`config.mk`:
```
export PLATFORM = sky130hd
export DESIGN_NAME = ws2812_stream_driver
export DESIGN_NICKNAME = d
export VERILOG_FILES = /design/src/rtl/ws2812_stream_driver.sv
export SDC_FILE = /design/constraint.sdc
export NUM_CORES = 1
export LEC_CHECK = 0
export ABC_AREA = 1
export BUFFER_PORTS_ARGS = -buffer_cell sky130_fd_sc_hd__buf_4
export CAP_MARGIN = 30
export CORE_MARGIN = 5
export CORE_UTILIZATION = 25
export CTS_CLUSTER_SIZE = 24
export DETAILED_ROUTE_END_ITERATION = 7
export SYNTH_ARGS = -nofsm -noshare
export SYNTH_HDL_FRONTEND = slang
export SYNTH_SLANG_ARGS = --single-unit
```
`constraint.sdc`:
```
create_clock -name clk20 -period 3 [get_ports clk20]
set_input_delay 0.15 -clock clk20 [delete_from_list [all_inputs] [get_ports clk20]]
set_output_delay 0.15 -clock clk20 [all_outputs]
set_load 0.01 [all_outputs]
```
`src/rtl/ws2812_stream_driver.sv`:
```
// WS2812 serial encoder fed by a pixel FIFO, with per-frame latch/reset gap.
// Define WS2812_BRIGHTNESS_EN to add the global brightness port and scaler.
module ws2812_stream_driver #(
    parameter int CLK_HZ         = 20000000,
    parameter int BITS_PER_PIXEL = 24,
    parameter int DEPTH          = 4,
    parameter int T0H_NS         = 400,
    parameter int T1H_NS         = 800,
    parameter int PERIOD_NS      = 1250,
    parameter int RESET_US       = 300
) (
    input  logic                      clk20,
    input  logic                      reset,
    input  logic [BITS_PER_PIXEL-1:0] data_in,
    input  logic                      latch_in,
    input  logic                      valid,
    output logic                      ready,
    output logic                      led,
    output logic                      busy,
    output logic                      underrun
`ifdef WS2812_BRIGHTNESS_EN
    ,
    input  logic [7:0]                brightness
`endif
);

    localparam int CYC_P   = int'((64'(CLK_HZ) * 64'(PERIOD_NS)) / 64'd1000000000);
    localparam int CYC_0H  = int'((64'(CLK_HZ) * 64'(T0H_NS)) / 64'd1000000000);
    localparam int CYC_1H  = int'((64'(CLK_HZ) * 64'(T1H_NS)) / 64'd1000000000);
    localparam int CYC_RST = int'((64'(CLK_HZ) * 64'(RESET_US)) / 64'd1000000);

    localparam int CNT_MAX = (CYC_RST > CYC_P) ? CYC_RST : CYC_P;
    localparam int CNT_W   = $clog2(CNT_MAX + 1);
    localparam int BIT_W   = $clog2(BITS_PER_PIXEL);
    localparam int AW      = $clog2(DEPTH);
    localparam int ENT_W   = BITS_PER_PIXEL + 1;

    typedef enum logic [1:0] {
        S_IDLE,
        S_LOAD,
        S_BIT,
        S_LATCH
    } state_t;

    logic [ENT_W-1:0]          r_mem [DEPTH];
    logic [AW-1:0]             r_wr_ptr;
    logic [AW-1:0]             r_rd_ptr;
    logic [AW:0]               r_count;
    logic                      r_rdy_en;

    state_t                    r_state;
    logic [BITS_PER_PIXEL-1:0] r_shift;
    logic                      r_latch;
    logic [BIT_W-1:0]          r_bit_idx;
    logic [CNT_W-1:0]          r_cnt;
    logic                      r_led;
    logic                      r_underrun;

    logic                      w_full;
    logic                      w_empty;
    logic                      w_push;
    logic                      w_pop;
    logic [ENT_W-1:0]          w_head;
    logic [BITS_PER_PIXEL-1:0] w_head_px;
    logic                      w_head_latch;
    logic [BITS_PER_PIXEL-1:0] w_load_px;
    logic                      w_cell_end;
    logic                      w_last_bit;
    logic [CNT_W-1:0]          w_high_end;

    assign w_full   = (r_count == (AW+1)'(DEPTH));
    assign w_empty  = (r_count == '0);
    assign ready    = r_rdy_en & ~w_full;
    assign w_push   = valid & ready;
    assign busy     = (r_state != S_IDLE) | ~w_empty;
    assign led      = r_led;
    assign underrun = r_underrun;

    assign w_head       = r_mem[r_rd_ptr];
    assign w_head_px    = w_head[BITS_PER_PIXEL-1:0];
    assign w_head_latch = w_head[BITS_PER_PIXEL];

`ifdef WS2812_BRIGHTNESS_EN
    logic [8:0] w_scale;
    assign w_scale = {1'b0, brightness} + 9'd1;

    for (genvar g = 0; g < BITS_PER_PIXEL / 8; g++) begin : g_ch
        assign w_load_px[g*8 +: 8] =
            8'((16'(w_head_px[g*8 +: 8]) * 16'(w_scale)) >> 8);
    end
`else
    assign w_load_px = w_head_px;
`endif

    assign w_cell_end = (r_cnt == CNT_W'(CYC_P - 1));
    assign w_last_bit = (r_bit_idx == '0);
    assign w_high_end = r_shift[BITS_PER_PIXEL-1] ? CNT_W'(CYC_1H - 1)
                                                  : CNT_W'(CYC_0H - 1);

    // A pop happens in LOAD or on a gapless hand-over at the final bit.
    assign w_pop = (r_state == S_LOAD) |
                   ((r_state == S_BIT) & w_cell_end & w_last_bit &
                    ~r_latch & ~w_empty);

    always_ff @(posedge clk20) begin
        if (w_push) begin
            r_mem[r_wr_ptr] <= {latch_in, data_in};
        end
    end

    always_ff @(posedge clk20 or posedge reset) begin
        if (reset) begin
            r_wr_ptr <= '0;
            r_rd_ptr <= '0;
            r_count  <= '0;
            r_rdy_en <= 1'b0;
        end else begin
            r_rdy_en <= 1'b1;
            if (w_push) begin
                r_wr_ptr <= r_wr_ptr + AW'(1);
            end
            if (w_pop) begin
                r_rd_ptr <= r_rd_ptr + AW'(1);
            end
            case ({w_push, w_pop})
                2'b10:   r_count <= r_count + (AW+1)'(1);
                2'b01:   r_count <= r_count - (AW+1)'(1);
                default: r_count <= r_count;
            endcase
        end
    end

    always_ff @(posedge clk20 or posedge reset) begin
        if (reset) begin
            r_state    <= S_IDLE;
            r_shift    <= '0;
            r_latch    <= 1'b0;
            r_bit_idx  <= '0;
            r_cnt      <= '0;
            r_led      <= 1'b0;
            r_underrun <= 1'b0;
        end else begin
            r_underrun <= 1'b0;
            case (r_state)
                S_IDLE: begin
                    r_led <= 1'b0;
                    r_cnt <= '0;
                    if (!w_empty) begin
                        r_state <= S_LOAD;
                    end
                end
                S_LOAD: begin
                    r_shift   <= w_load_px;
                    r_latch   <= w_head_latch;
                    r_bit_idx <= BIT_W'(BITS_PER_PIXEL - 1);
                    r_cnt     <= '0;
                    r_led     <= 1'b1;
                    r_state   <= S_BIT;
                end
                S_BIT: begin
                    if (w_cell_end) begin
                        r_cnt <= '0;
                        if (!w_last_bit) begin
                            r_bit_idx <= r_bit_idx - BIT_W'(1);
                            r_shift   <= {r_shift[BITS_PER_PIXEL-2:0], 1'b0};
                            r_led     <= 1'b1;
                        end else if (r_latch) begin
                            r_led   <= 1'b0;
                            r_state <= S_LATCH;
                        end else if (!w_empty) begin
                            r_shift   <= w_load_px;
                            r_latch   <= w_head_latch;
                            r_bit_idx <= BIT_W'(BITS_PER_PIXEL - 1);
                            r_led     <= 1'b1;
                        end else begin
                            r_led      <= 1'b0;
                            r_underrun <= 1'b1;
                            r_state    <= S_IDLE;
                        end
                    end else begin
                        r_cnt <= r_cnt + CNT_W'(1);
                        if (r_cnt == w_high_end) begin
                            r_led <= 1'b0;
                        end
                    end
                end
                S_LATCH: begin
                    r_led <= 1'b0;
                    if (r_cnt == CNT_W'(CYC_RST - 1)) begin
                        r_cnt   <= '0;
                        r_state <= S_IDLE;
                    end else begin
                        r_cnt <= r_cnt + CNT_W'(1);
                    end
                end
                default: begin
                    r_led   <= 1'b0;
                    r_cnt   <= '0;
                    r_state <= S_IDLE;
                end
            endcase
        end
    end

endmodule

```
==> flow_summary_export.csv, run 1 <==
group,metric,value,unit
global_route,grt_antenna_before_repair,0,
placement,placedCellCount,1103,
placement,io_buffers,31,
cells_and_area,drive_gt1_frac,0.126,
detailed_routing,drtIter0Drc,279,
detailed_routing,first_pass_iters,4,
setup_path,required,3.30,ns
run,cap_violations,0,
logic_synthesis,synth_top_area_frac,0.429,
detailed_routing,postRouteAntennaNets,0,
logic_synthesis,yosys.area.top_type,"edfxtp_1",
cts,clk_latency,0.43,ns
floorplan,initial_core_util,0.253,
timing,fin_crit_sh,0.815,
floorplan,row_count,61,
detailed_routing,routed_wl,15100,um
floorplan,die_area,0.0315,sq mm
hold_path,hp-class,"input pin to async pin",
timing,rsz0062_at_grt,"false",
cts,cts_buffer_depth,2,
setup_path,critPathKind,"flop to flop",
cells_and_area,layout.nets,814,
detailed_routing,drcViolationCount,0,
logic_synthesis,yosysWarnings,0,
placement,place.detailed.hpwl,8940,um
power,power.density,588,mW/mm^2
cts,cts_setup_buffers,0,
global_route,grt_first_pass_wirelength,25100,um
timing,finalSetupViolCount,0,
timing,slew_violations,0,
setup_path,critPathMaxFanout,3,
global_route,track_usage,0.100,
cells_and_area,area_growth,21.8,%
logic_synthesis,ys_async_sr_fraction,0.355,
floorplan,io_pins,32,
placement,place_congestion,0.793,
setup_path,endpoint_kind,"flop",
timing,finalSetupTns,0,ns
power,ir_drop,0.000385,V
logic_synthesis,syn_nets,756,
logic_synthesis,synth_common_cells,"nand2_1, nand3_1, edfxtp_1, dfrtp_1, inv_1",
setup_path,start_kind,"flop",
detailed_routing,vias,4965,
floorplan,die_y,177,um
cts,cts_root_buffer,"clkbuf_16",
logic_synthesis,netlist_instances,713,
timing,clock_skew,0.0152,ns
timing,slew-limit-headroom,0.526,
logic_synthesis,synth-seq-cells,155,
logic_synthesis,synth_most_common_cell,"nand2_1",
timing,hold_violations,0,
cts,numCtsBuffers,17,
detailed_routing,wl_per_cell,13.0,um
global_route,grt_max_degree,53,
floorplan,dieWidth,177,um
logic_synthesis,netlist_area,0.00700,sq mm
global_route,grt_remaining_overflow,0,
logic_synthesis,synth_area_per_cell,9.82,sq um
cells_and_area,stdcell_count,1162,
cts,path_clk_slew,0.07,ns
timing,period_needed,2.44,ns
detailed_routing,via_per_inst,4.27,
timing,tightest_slew,0.709,ns
logic_synthesis,ys_seq_area_frac,0.625,
power,power,5.02,mW
cts,cts_sinks,155,
global_route,grt_pass1_vias,4873,
logic_synthesis,synth-edff-count,100,
logic_synthesis,yosys_most_used_dff,"edfxtp_1",
cells_and_area,n_antenna_cell,0,
logic_synthesis,yosysUniqueCellTypes,31,
setup_path,cp_data_arrival_time,2.74,ns
floorplan,core-area,0.0277,sq mm
status,status,"completed",
cts,cts_tree,"built",
cts,h-tree-depth,4,
timing,fmax,409,MHz
power,leakage,3.54,nW
cells_and_area,n_fill_cell,2854,
logic_synthesis,synth_area_leaders,"edfxtp_1, dfrtp_1, nand2_1, nand3_1, ha_1",
==> cells by family (layout without fill, tap and decap cells) <==
family,Yosys count,count (layout),share of synthesized area
other,1,1,0.000536
adder cells (fa/ha/maj),15,15,0.0279
flip-flops,155,155,0.625
XOR/XNOR,10,10,0.0125
AO/OA/AOI/OAI,28,28,0.0216
buffers and inverters,75,146,0.0468
AND/OR/NAND/NOR,429,429,0.265
==> final cells by class <==
class | instances | area [sq um] | share of cell area
flip-flops and latches | 155 | 4380 | 0.513
clock buffers | 17 | 425 | 0.0499
repair buffers | 71 | 611 | 0.0716
well taps | 378 | 473 | 0.0554
inverters | 43 | 161 | 0.0189
clock inverters | 15 | 176 | 0.0207
multi-input cells | 483 | 2300 | 0.270
==> flip-flops by register name, summed over array words and instances (netlist names) <==
name / flops
underrun: 1
r_shift: 24
r_bit_idx: 5
r_count: 3
r_cnt: 13
r_rd_ptr: 2
r_mem: 100
r_wr_ptr: 2
r_rdy_en: 1
led: 1
r_latch: 1
r_state: 2
==> timing repair <==
| item | CTS | global route |
|---|---|---|
| resized for setup | 0 | 0 |
| hold buffers | 26 | 0 |
| endpoints found under the hold margin | 138 | 0 |
==> layout by cell type, fill, tap and decap left out <==
master / instances
inv_1: 39
dfrtp_1: 55
inv_6: 2
nand2_2: 4
nand2_1: 253
o22ai_1: 1
clkinv_8: 5
ha_1: 14
buf_4: 44
nor2_1: 23
nor4_1: 1
or2_2: 1
xor2_1: 7
nor3_1: 3
nand3_2: 2
clkinv_4: 2
buf_12: 1
nand3b_2: 1
clkinvlp_4: 2
nor2_2: 9
conb_1: 1
xnor2_1: 3
clkinv_1: 2
o21ai_0: 7
nand4_1: 7
inv_2: 2
nor2_4: 3
dlygate4sd3_1: 26
a21oi_1: 16
fa_1: 1
inv_8: 4
clkbuf_16: 17
nand3b_1: 1
a21boi_0: 3
edfxtp_1: 100
nand3_1: 121
a22oi_1: 1
==> report_power, final <==
part / total, mW / internal (mW) / switching [mW]
Clock: 2.12 / 1.12 / 1.00
Sequential: 2.52 / 2.46 / 0.0515
Combinational: 0.380 / 0.137 / 0.243
Total: 5.02 / 3.72 / 1.30
==> final timing paths <==
| path | startpoint | end | slack, ns | cells past startpoint |
|---|---|---|---|---|
| worst max register to register | r_cnt[0] | r_count[2] | 0.56 | 14 |
| worst min-delay path | reset | r_rdy_en | 0.15 | 3 |
| worst max-delay path | r_cnt[0] | r_count[2] | 0.56 | 14 |
| max in group asynchronous | reset | r_bit_idx[2] | 2.23 | 5 |
| min in group clk20 | valid | r_wr_ptr[0] | 0.26 | 3 |
| worst min register to register | r_cnt[0] | r_cnt[0] | 0.46 | 1 |
==> critical path, cell delays in order, from the launching register on <==
cell and delay, ns:
dfrtp_1 0.40, inv_1 0.08, ha_1 0.14, nand2_1 0.05, nor2_2 0.15, nand2_2 0.08
nor2_4 0.12, nand4_1 0.14, nand2_1 0.15, ha_1 0.15, inv_1 0.06, fa_1 0.37
a21oi_1 0.14, o21ai_0 0.11, xor2_1 0.15
==> stage by stage <==
step	utilization	worst slack, ns	area [sq um]	hold slack [ns]
6_report	0.308	0.556	8530	0.153
4_1_cts	0.307	0.549	8510	0.258
2_1_floorplan	-	0.455	7000	0.249
3_5_place_dp	0.276	0.566	7650	0.352
3_3_place_gp	0.276	0.580	7650	0.351
5_1_grt	0.308	0.369	8530	0.154
==> routing by layer <==
layer | global-route usage | share of wire | up-vias
met5 | 0 | 0 | -
met4 | 0.0329 | 0.011 | 0
met3 | 0.0224 | 0.043 | 9
met2 | 0.165 | 0.48 | 102
met1 | 0.132 | 0.47 | 2369
li1 | - | - | 2485
(Power assumes the default switching activity.)
==> run 2, diff against run 1 <==
- ABC_AREA: 1 -> 0
- clock period: 3 -> 2.1 ns (I/O delays scaled with it)
==> flow_summary_export.csv, run 2 <==
group,metric,value,unit
cts,clk_latency,0.42,ns
placement,place.detailed.hpwl,7990,um
global_route,grt_antenna_before_repair,0,
floorplan,initial_core_util,0.252,
cts,cts_sinks,155,
cells_and_area,layout.nets,575,
power,leakage,3.35,nW
setup_path,cp_data_arrival_time,2.80,ns
logic_synthesis,yosys.area.top_type,"edfxtp_1",
logic_synthesis,synth_area_per_cell,15.5,sq um
detailed_routing,wl_per_cell,14.8,um
detailed_routing,drcViolationCount,0,
cells_and_area,top_register,"r_mem",
detailed_routing,postRouteAntennaNets,0,
detailed_routing,via_per_inst,4.37,
timing,clock_skew,0.00581,ns
cells_and_area,n_antenna_cell,0,
logic_synthesis,synth_most_common_cell,"edfxtp_1",
power,power,11.4,mW
setup_path,endpoint_kind,"flop",
hold_path,hp-class,"input pin to flop",
global_route,grt_remaining_overflow,0,
global_route,track_usage,0.0943,
logic_synthesis,netlist_area,0.00651,sq mm
cells_and_area,final_common_cell,"edfxtp_1",
detailed_routing,routed_wl,13000,um
logic_synthesis,ys_async_sr_fraction,0.355,
logic_synthesis,netlist_instances,419,
floorplan,dieWidth,171,um
cts,h-tree-depth,4,
logic_synthesis,yosys_most_used_dff,"edfxtp_1",
setup_path,critPathMaxFanout,2,
status,status,"finished with violations",
floorplan,core-area,0.0258,sq mm
setup_path,reg2reg_slack,-0.36,ns
timing,hold_violations,0,
timing,rsz0062_at_grt,"true",
timing,slew-limit-headroom,0.620,
timing,setup_slack,-0.362,ns
hold_path,worstHoldPathCells,3,
detailed_routing,first_pass_iters,5,
setup_path,critPathKind,"flop to flop",
timing,slew_violations,0,
detailed_routing,vias,3848,
timing,fmax,406,MHz
timing,finalSetupViolCount,34,
cts,path_clk_slew,0.06,ns
floorplan,row_count,59,
cts,cts_tree,"built",
setup_path,required,2.44,ns
placement,io_buffers,31,
logic_synthesis,syn_nets,462,
timing,finalSetupTns,-2.45,ns
cells_and_area,n_fill_cell,2527,
setup_path,start_kind,"flop",
detailed_routing,drtIter0Drc,195,
run,cap_violations,0,
cells_and_area,drive_gt1_frac,0.286,
cells_and_area,largest_register_ffs,100,
logic_synthesis,ys_seq_area_frac,0.673,
logic_synthesis,synth-seq-cells,155,
cells_and_area,postLayoutCoreUtil,0.331,
placement,placedCellCount,806,
cts,cts_root_buffer,"clkbuf_16",
floorplan,die_y,171,um
global_route,grt_pass1_vias,4189,
floorplan,die_area,0.0294,sq mm
logic_synthesis,yosysUniqueCellTypes,51,
power,power.density,1330,mW/mm^2
power,ir_drop,0.000821,V
setup_path,r2r_cells,9,
logic_synthesis,yosysWarnings,0,
cells_and_area,top_regs,"r_mem x100, r_shift x24, r_cnt x13",
cts,cts_buffer_depth,2,
cells_and_area,stdcell_count,880,
cts,numCtsBuffers,17,
placement,place_congestion,0.763,
global_route,grt_first_pass_wirelength,21700,um
global_route,grt_max_degree,28,
logic_synthesis,synth-edff-count,100,
status,violations,"setup timing",
logic_synthesis,synth_common_cells,"edfxtp_1, dfrtp_1, nand2_1, mux4_2, o21ai_0",
cells_and_area,mostFrequentLayoutCells,"edfxtp_1, buf_4, dfrtp_1, nand2_1, dlygate4sd3_1",
timing,period_needed,2.46,ns
timing,fin_crit_sh,1.17,
timing,tightest_slew,0.570,ns
timing,holdWs,0.109,ns
cells_and_area,area_growth,31.2,%
logic_synthesis,synth_top_area_frac,0.461,
floorplan,io_pins,32,
logic_synthesis,synth_area_leaders,"edfxtp_1, dfrtp_1, mux4_2, mux2i_1, ha_1",
==> run 2: changes by cell type in the layout (fill, tap and decap cells not counted), moves of 9 or more <==
cell,delta
a21oi_1,-15
inv_1,-24
nand2_1,-217
nor2_2,-9
mux4_2,+25
o21ai_0,+10
o21ai_1,+16
nand3_1,-115
buf_4,+28
mux2i_1,+24
==> run 2: where the power goes <==
group	total (mW)	internal [mW]	switching (mW)	leakage (nW)
sequential	4.17	3.88	0.282	1.60
clock	2.96	1.75	1.21	0.279
combinational	4.23	2.20	2.03	1.48
total	11.4	7.84	3.52	3.35
==> run 2: final timing paths <==
path                              from           to
min in group asynchronous        reset     r_cnt[7]
max in group asynchronous        reset  r_rd_ptr[1]
setup / recovery             r_cnt[12]   r_count[2]
hold / removal                   valid  r_wr_ptr[0]
hold reg to reg            r_shift[13]  r_shift[13]
setup reg to reg             r_cnt[12]   r_count[2]
==> run 2: cell type report <==
type	count	area (sq um)	share of cell area
multi-input combinational	227	2010	0.235
clock inverter	14	144	0.0168
sequential	155	4380	0.513
tap	335	419	0.0491
clock buffer	18	429	0.0503
inverter	17	63.8	0.00747
timing repair buffer	114	1100	0.129
==> run 2: kinds of logic (layout without fill, tap and decap cells) <==
group,after synthesis,after routing,synth area share
muxes,50,50,0.125
buffers and inverters,37,163,0.0258
AOI/OAI and AO/OA,52,52,0.0515
DFF,155,155,0.673
other,1,1,0.000576
and+or+nand+nor,91,91,0.0702
xor gates and xnor gates,18,18,0.0242
adders and majority gates,15,15,0.0300
==> run 2: stage by stage <==
step                      setup WS (ns)  instance area (sq um)
after floorplan                  -0.357                   6520
after detailed placement         -0.352                   7470
after CTS                        -0.340                   8430
after global routing             -0.468                   8540
after global placement           -0.281                   7470
final                            -0.362                   8540
==> run 2: what timing repair did <==
item | in CTS | in global routing
hold buffers | 26 | 0
gates resized for setup | 14 | 8
cloned | 2 | 2
buffers inserted | 6 | 6
pin swaps | 4 | 3
endpoints found under the setup margin | 26 | 46
endpoints found under the hold margin | 124 | 0
==> run 2: metal layers <==
layer / routed length [um] / part of all wire / GRT usage
met5: 0 / 0 / 0
met4: 179 / 0.014 / 0.0289
met3: 347 / 0.027 / 0.0253
met2: 6860 / 0.53 / 0.164
met1: 5620 / 0.43 / 0.115
==> run 2: critical path, cell delays in order (launching register included) <==
cell	delay, ns
dfrtp_1	0.38
or4_4	0.56
nor4_4	0.18
a41o_1	0.25
ha_2	0.20
inv_2	0.04
fa_2	0.33
xor2_1	0.15
nor2_1	0.14
xor2_1	0.16
